File: src/rtl/jalr_station.sv
// JALR reservation station: DEPTH entries, operand snooping from the ROB,
// oldest-first issue to the CDB, target = (rs1 + imm) & ~1, link = pc + 4.
module jalr_station #(
  parameter int DEPTH              = 4,
  parameter int ROB_DEPTH          = 8,
  parameter int TAG_W              = $clog2(ROB_DEPTH),
  parameter int HOLD_ON_MISPREDICT = 1
) (
  input  logic                    clk,
  input  logic                    rst,
  input  logic                    flush,
  input  logic                    in_valid,
  output logic                    in_ready,
  input  logic [31:0]             in_vj,
  input  logic [TAG_W-1:0]        in_qj,
  input  logic [31:0]             in_a,
  input  logic [TAG_W-1:0]        in_dest,
  input  logic [31:0]             in_pc,
  input  logic [31:0]             in_pc_next,
  input  logic [ROB_DEPTH-1:0]    rob_ready,
  input  logic [ROB_DEPTH*32-1:0] rob_vals,
  output logic                    res_valid,
  output logic [31:0]             res_val,
  output logic [TAG_W-1:0]        res_tag,
  output logic                    res_correct,
  output logic [31:0]             res_pc_next
);

  localparam int IDX_W = (DEPTH > 1) ? $clog2(DEPTH) : 1;

  // Per-entry state. older[i][j] = 1 means entry i was allocated before entry j;
  // a new entry clears its own row and sets its column, so the relation stays
  // valid no matter in which order entries are freed.
  logic [DEPTH-1:0]       busy;
  logic [DEPTH-1:0]       reported;
  logic [TAG_W-1:0]       qj      [DEPTH];
  logic [31:0]            vj      [DEPTH];
  logic [31:0]            imm     [DEPTH];
  logic [TAG_W-1:0]       dest    [DEPTH];
  logic [31:0]            pc      [DEPTH];
  logic [31:0]            pc_next [DEPTH];
  logic [DEPTH-1:0]       older   [DEPTH];

  logic [DEPTH-1:0]       eligible;
  logic                   alloc_found;
  logic [IDX_W-1:0]       alloc_idx;
  logic                   issue_found;
  logic [IDX_W-1:0]       issue_idx;
  logic [31:0]            issue_tgt;
  logic                   issue_correct;

  // Lowest-index free entry receives the next dispatch.
  always_comb begin
    alloc_found = 1'b0;
    alloc_idx   = '0;
    for (int i = DEPTH - 1; i >= 0; i--) begin
      if (!busy[i]) begin
        alloc_found = 1'b1;
        alloc_idx   = IDX_W'(i);
      end
    end
  end

  assign in_ready = alloc_found;

  // Pick the oldest entry whose operand is ready and that has not reported yet.
  always_comb begin
    logic blocked;
    blocked     = 1'b0;
    issue_found = 1'b0;
    issue_idx   = '0;
    eligible    = '0;
    for (int i = 0; i < DEPTH; i++) begin
      eligible[i] = busy[i] && (qj[i] == '0) && !reported[i];
    end
    for (int i = 0; i < DEPTH; i++) begin
      blocked = 1'b0;
      for (int j = 0; j < DEPTH; j++) begin
        if (eligible[j] && older[j][i]) blocked = 1'b1;
      end
      if (eligible[i] && !blocked) begin
        issue_found = 1'b1;
        issue_idx   = IDX_W'(i);
      end
    end
  end

  // Target computation for the selected entry.
  always_comb begin
    issue_tgt     = (vj[issue_idx] + imm[issue_idx]) & 32'hFFFF_FFFE;
    issue_correct = (pc_next[issue_idx] == issue_tgt);
  end

  // Entry bookkeeping: snoop, issue/free, dispatch.
  always_ff @(posedge clk) begin
    if (rst || flush) begin
      busy     <= '0;
      reported <= '0;
    end else begin
      for (int i = 0; i < DEPTH; i++) begin
        if (busy[i] && (qj[i] != '0) && rob_ready[qj[i]]) begin
          vj[i] <= rob_vals[32*int'(qj[i]) +: 32];
          qj[i] <= '0;
        end
      end
      if (issue_found) begin
        if (issue_correct || (HOLD_ON_MISPREDICT == 0)) begin
          busy[issue_idx] <= 1'b0;
        end else begin
          reported[issue_idx] <= 1'b1;
        end
      end
      if (in_valid && alloc_found) begin
        busy[alloc_idx]     <= 1'b1;
        reported[alloc_idx] <= 1'b0;
        qj[alloc_idx]       <= in_qj;
        vj[alloc_idx]       <= in_vj;
        imm[alloc_idx]      <= in_a;
        dest[alloc_idx]     <= in_dest;
        pc[alloc_idx]       <= in_pc;
        pc_next[alloc_idx]  <= in_pc_next;
        older[alloc_idx]    <= '0;
        for (int j = 0; j < DEPTH; j++) begin
          if (j != int'(alloc_idx)) older[j][alloc_idx] <= 1'b1;
        end
      end
    end
  end

  // Registered CDB result; payload holds when nothing issues.
  always_ff @(posedge clk) begin
    if (rst || flush) begin
      res_valid   <= 1'b0;
      res_val     <= '0;
      res_tag     <= '0;
      res_correct <= 1'b0;
      res_pc_next <= '0;
    end else begin
      res_valid <= issue_found;
      if (issue_found) begin
        res_val     <= pc[issue_idx] + 32'd4;
        res_tag     <= dest[issue_idx];
        res_correct <= issue_correct;
        res_pc_next <= issue_tgt;
      end
    end
  end

endmodule
File: config.mk
export PLATFORM = sky130hd
export DESIGN_NAME = jalr_station
export DESIGN_NICKNAME = d
export VERILOG_FILES = /design/src/rtl/jalr_station.sv
export SDC_FILE = /design/constraint.sdc
export NUM_CORES = 1
export LEC_CHECK = 0
export CAP_MARGIN = 20
export CORE_MARGIN = 2
export CORE_UTILIZATION = 35
export DETAILED_ROUTE_END_ITERATION = 10
export GPL_TIMING_DRIVEN = 0
export SYNTH_ARGS = -nofsm -noshare
export SYNTH_HDL_FRONTEND = slang
export SYNTH_SLANG_ARGS = --single-unit
File: constraint.sdc
create_clock -name clk -period 8.9 [get_ports clk]
set_clock_uncertainty 0.2 [all_clocks]
set_input_delay 1.78 -clock clk [delete_from_list [all_inputs] [get_ports clk]]
set_output_delay 1.78 -clock clk [all_outputs]
set_load 0.01 [all_outputs]
==> results.md <==
* Combinational share of power at 10.9%
* Maximum clock rate at 117 MHz
* Clock Power Share at 41.9%
* Largest net degree at the start of global routing at 45
* Post-DRT Antenna Nets at 0
* Critical path arrival at 8.75 ns
* Layout net count at 3768
* Worst vdd ir at 0.112 mV
* Number of global-route vias before repair at 27410
* FP Rows at 116
* Number of enable flip-flop cells after synthesis at 536
* Die span in y at 320 um
* Slew @ Worst Pin at 1.13 ns
* Final instance area at 0.0442 mm2
* Commonest non-fill, non-tap cell in the layout: edfxtp_1
* #FFs+latches synth at 628
* Most frequent CP cell: clkbuf_1
* Max Slew Vio Count at 0
* Vias at 28199
* Combined area of the multi-input logic cells at 0.0161 mm2
* Max Fanout on Critical Path at 19
* Root Driver: clkbuf_16
* Setup Viol. Count Final at 0
* Die area at 0.103 mm2
* Cts bufs inserted at 68
* # port buffers at 469
* Die width at 320 um
* Routed length per instance at 29.6 um
* Worst slew margin at 24.8%
* Final hold violations at 0
* YS warnings at 0
* DR vias/cell at 6.00
* Critical-path top delay cell: or4b_4
* Commonest non-fill, non-tap cells in the layout: edfxtp_1, clkdlybuf4s50_1, nand2_1
* Fillers at 9071
* Crit path required time at 9.14 ns
* Core Util, Final at 44.3%
* Ports at 472
* Reg area at 0.0179 mm2
* Max H-tree Level at 3
* Tmin final at 8.51 ns
* GPL Wtd Cong at 0.934
* Initial antenna violation count at 29
* Max Cap Viol at 0
* Post-Route WL at 139 mm
* Slowest stage delay, CP at 0.62 ns
* Cts hold-fix bufs at 0
* Dominant synthesized flop cell: edfxtp_1
* Area grow syn2layout at 26.2%
* CP Capture Type: flip-flop
* Post-synth net total at 3212
* Reg power frac at 47.2%
* Startpoint Class: flip-flop
* Grt ovf at 0
* Crit Path Category: reg -> reg
* Placed cell areas at 0.0418 mm2
* Int Pwr at 5.27 mW
* Proportion of layout cells with a drive suffix above 1 at 14.4%
* HP Class: reg -> reg
* Tot GR Track Use at 26.6%
* Switching power at 1.58 mW
* Dpl hpwl at 106 mm
* CTS tree: done
* Worst path top cell family by delay: buffers and inverters
* Run status: completed
* Mapped Area at 0.0350 mm2
* Asr flop ratio synth at 0%
* Placeable Area at 0.0997 mm2
* Switch share at 23.0%
* Netlist cell types at 87
* P_leak at 14.7 nW
* Sequential-to-total area share from yosys stat at 51.2%
* RSZ-0062 raised after global routing: no
* Iter 0 DRT Violations at 3026
* DRC at 0
* Final clock period utilization by the worst path at 95.6%
* Clock sinks at 628
* Initial core utilization at 35.1%
* Clk buf depth at 3
* Total Power at 6.85 mW
* Mapped Cells at 2778
* DRT Pass-1 Iters at 5
* Crit path buf inv count at 8
* Clock transition at path regs at 0.06 ns
* Clk_lat worst skew at 0.62 ns
* First-pass GRT wire length at 197 mm
* Syn avg cell area at 12.6 um2
* Pwr Density at 155 mW/mm2
## registers in the layout (all words and copies together) (netlist names), 3 cells and up
signal,count
vj,128
res_tag,3
res_pc_next,31
pc,128
reported,4
pc_next,128
older,16
dest,12
res_val,32
busy,4
imm,128
qj,12
## logic make-up (layout without fill, tap and decap cells)
| logic type | Yosys count | in the layout | share of synthesized area [%] |
|---|---|---|---|
| AOI/OAI and AO/OA | 704 | 704 | 12.4 |
| xor gates and xnor gates | 83 | 83 | 2.20 |
| adders and majority gates | 32 | 32 | 1.16 |
| buffers and inverters | 250 | 862 | 2.95 |
| DFF | 628 | 628 | 51.2 |
| muxes | 409 | 409 | 21.0 |
| other | 1 | 15 | 0.0107 |
| and+or+nand+nor | 671 | 671 | 9.11 |
## worst paths after layout
| path | startpoint | endpoint | slack (ns) | cells past startpoint |
|---|---|---|---|---|
| worst max-delay path | qj[0][0] | busy[2] | 0.39 | 26 |
| worst min-delay path | older[1][2] | older[1][2] | 0.24 | 2 |
| worst max register to register | qj[0][0] | busy[2] | 0.39 | 26 |
| worst min register to register | older[1][2] | older[1][2] | 0.24 | 2 |
## repair_timing
item | CTS | global route
gates cloned | 0 | 0
pin swaps | 1 | 1
endpoints found under the setup margin | 16 | 9
resized for setup | 18 | 20
buffers inserted | 1 | 0
## stage by stage
| stage | std cells | setup TNS (ns) | hold slack [ns] | setup slack, ns |
|---|---|---|---|---|
| floorplan | 2778 | 0 | 0.214 | 2.22 |
| global placement | 4545 | -706.83 | 0.225 | -1.79 |
| detailed placement | 4564 | -15.17 | 0.228 | -1.52 |
| CTS | 4687 | 0 | 0.238 | 0.0298 |
| global route | 4696 | 0 | 0.250 | 0.00279 |
| finish | 4702 | 0 | 0.239 | 0.388 |
## cell usage after synthesis (all sizes together), types with 28 or more instances
library cell	n	share of area [%]
a22oi	53	1.1
nand2	347	3.7
a31oi	28	0.50
buf	86	1.2
clkbuf	144	1.5
nand3	46	0.71
o21ai	218	3.1
ha	31	1.1
mux4	260	17
edfxtp	536	46
xor2	31	0.77
nor2	116	1.2
o22ai	98	1.7
mux2i	144	4.1
xnor2	49	1.2
dfxtp	92	5.3
a21oi	158	2.3
## worst reg2reg max path: stages, from the launching register on
cell and delay, ns:
edfxtp_1 0.37, clkbuf_1 0.27, or4b_4 0.62, nor2_1 0.30
a2111o_1 0.22, buf_2 0.29, clkbuf_4 0.43, buf_2 0.43
clkbuf_2 0.42, clkbuf_1 0.58, o22ai_1 0.18, a21oi_1 0.35
ha_1 0.30, clkbuf_1 0.21, a21oi_1 0.17, o21ai_0 0.15
a31oi_1 0.33, o22ai_1 0.24, a31oi_1 0.24, xor2_1 0.44
xnor2_1 0.15, a2111o_1 0.38, nor4_1 0.29, nand4_1 0.28
nor3_4 0.27, buf_12 0.16, a311oi_1 0.09
## area by class of cell
class,instances,share of cell area (%)
well taps,1298,3.67
clock inverters,43,0.905
multi-input cells,1900,36.5
inverters,20,0.170
plain buffers,224,2.22
repair buffers,492,11.7
clock buffers,83,4.19
diodes,14,0.0792
flip-flops and latches,628,40.6
## metal layers
layer  global-route usage [%]  part of all wire (%)  vias to the layer above
met3                     5.35                   8.6                      251
met5                        0                  0.15                        -
li1                         -                     -                    12180
met1                     34.3                    39                    14190
met4                     9.44                   3.4                       32
met2                     44.5                    49                     1546
## power groups by stage
stage | clock [mW] | combinational [mW] | sequential (mW)
CTS | 2.89 | 0.736 | 3.23
floorplan | 0 | 0.339 | 3.30
detailed placement | 0 | 0.733 | 3.30
finish | 2.87 | 0.747 | 3.23
global placement | 0 | 0.719 | 3.30
global route | 3.02 | 0.789 | 3.24
Power figures use the tool's default switching activity.
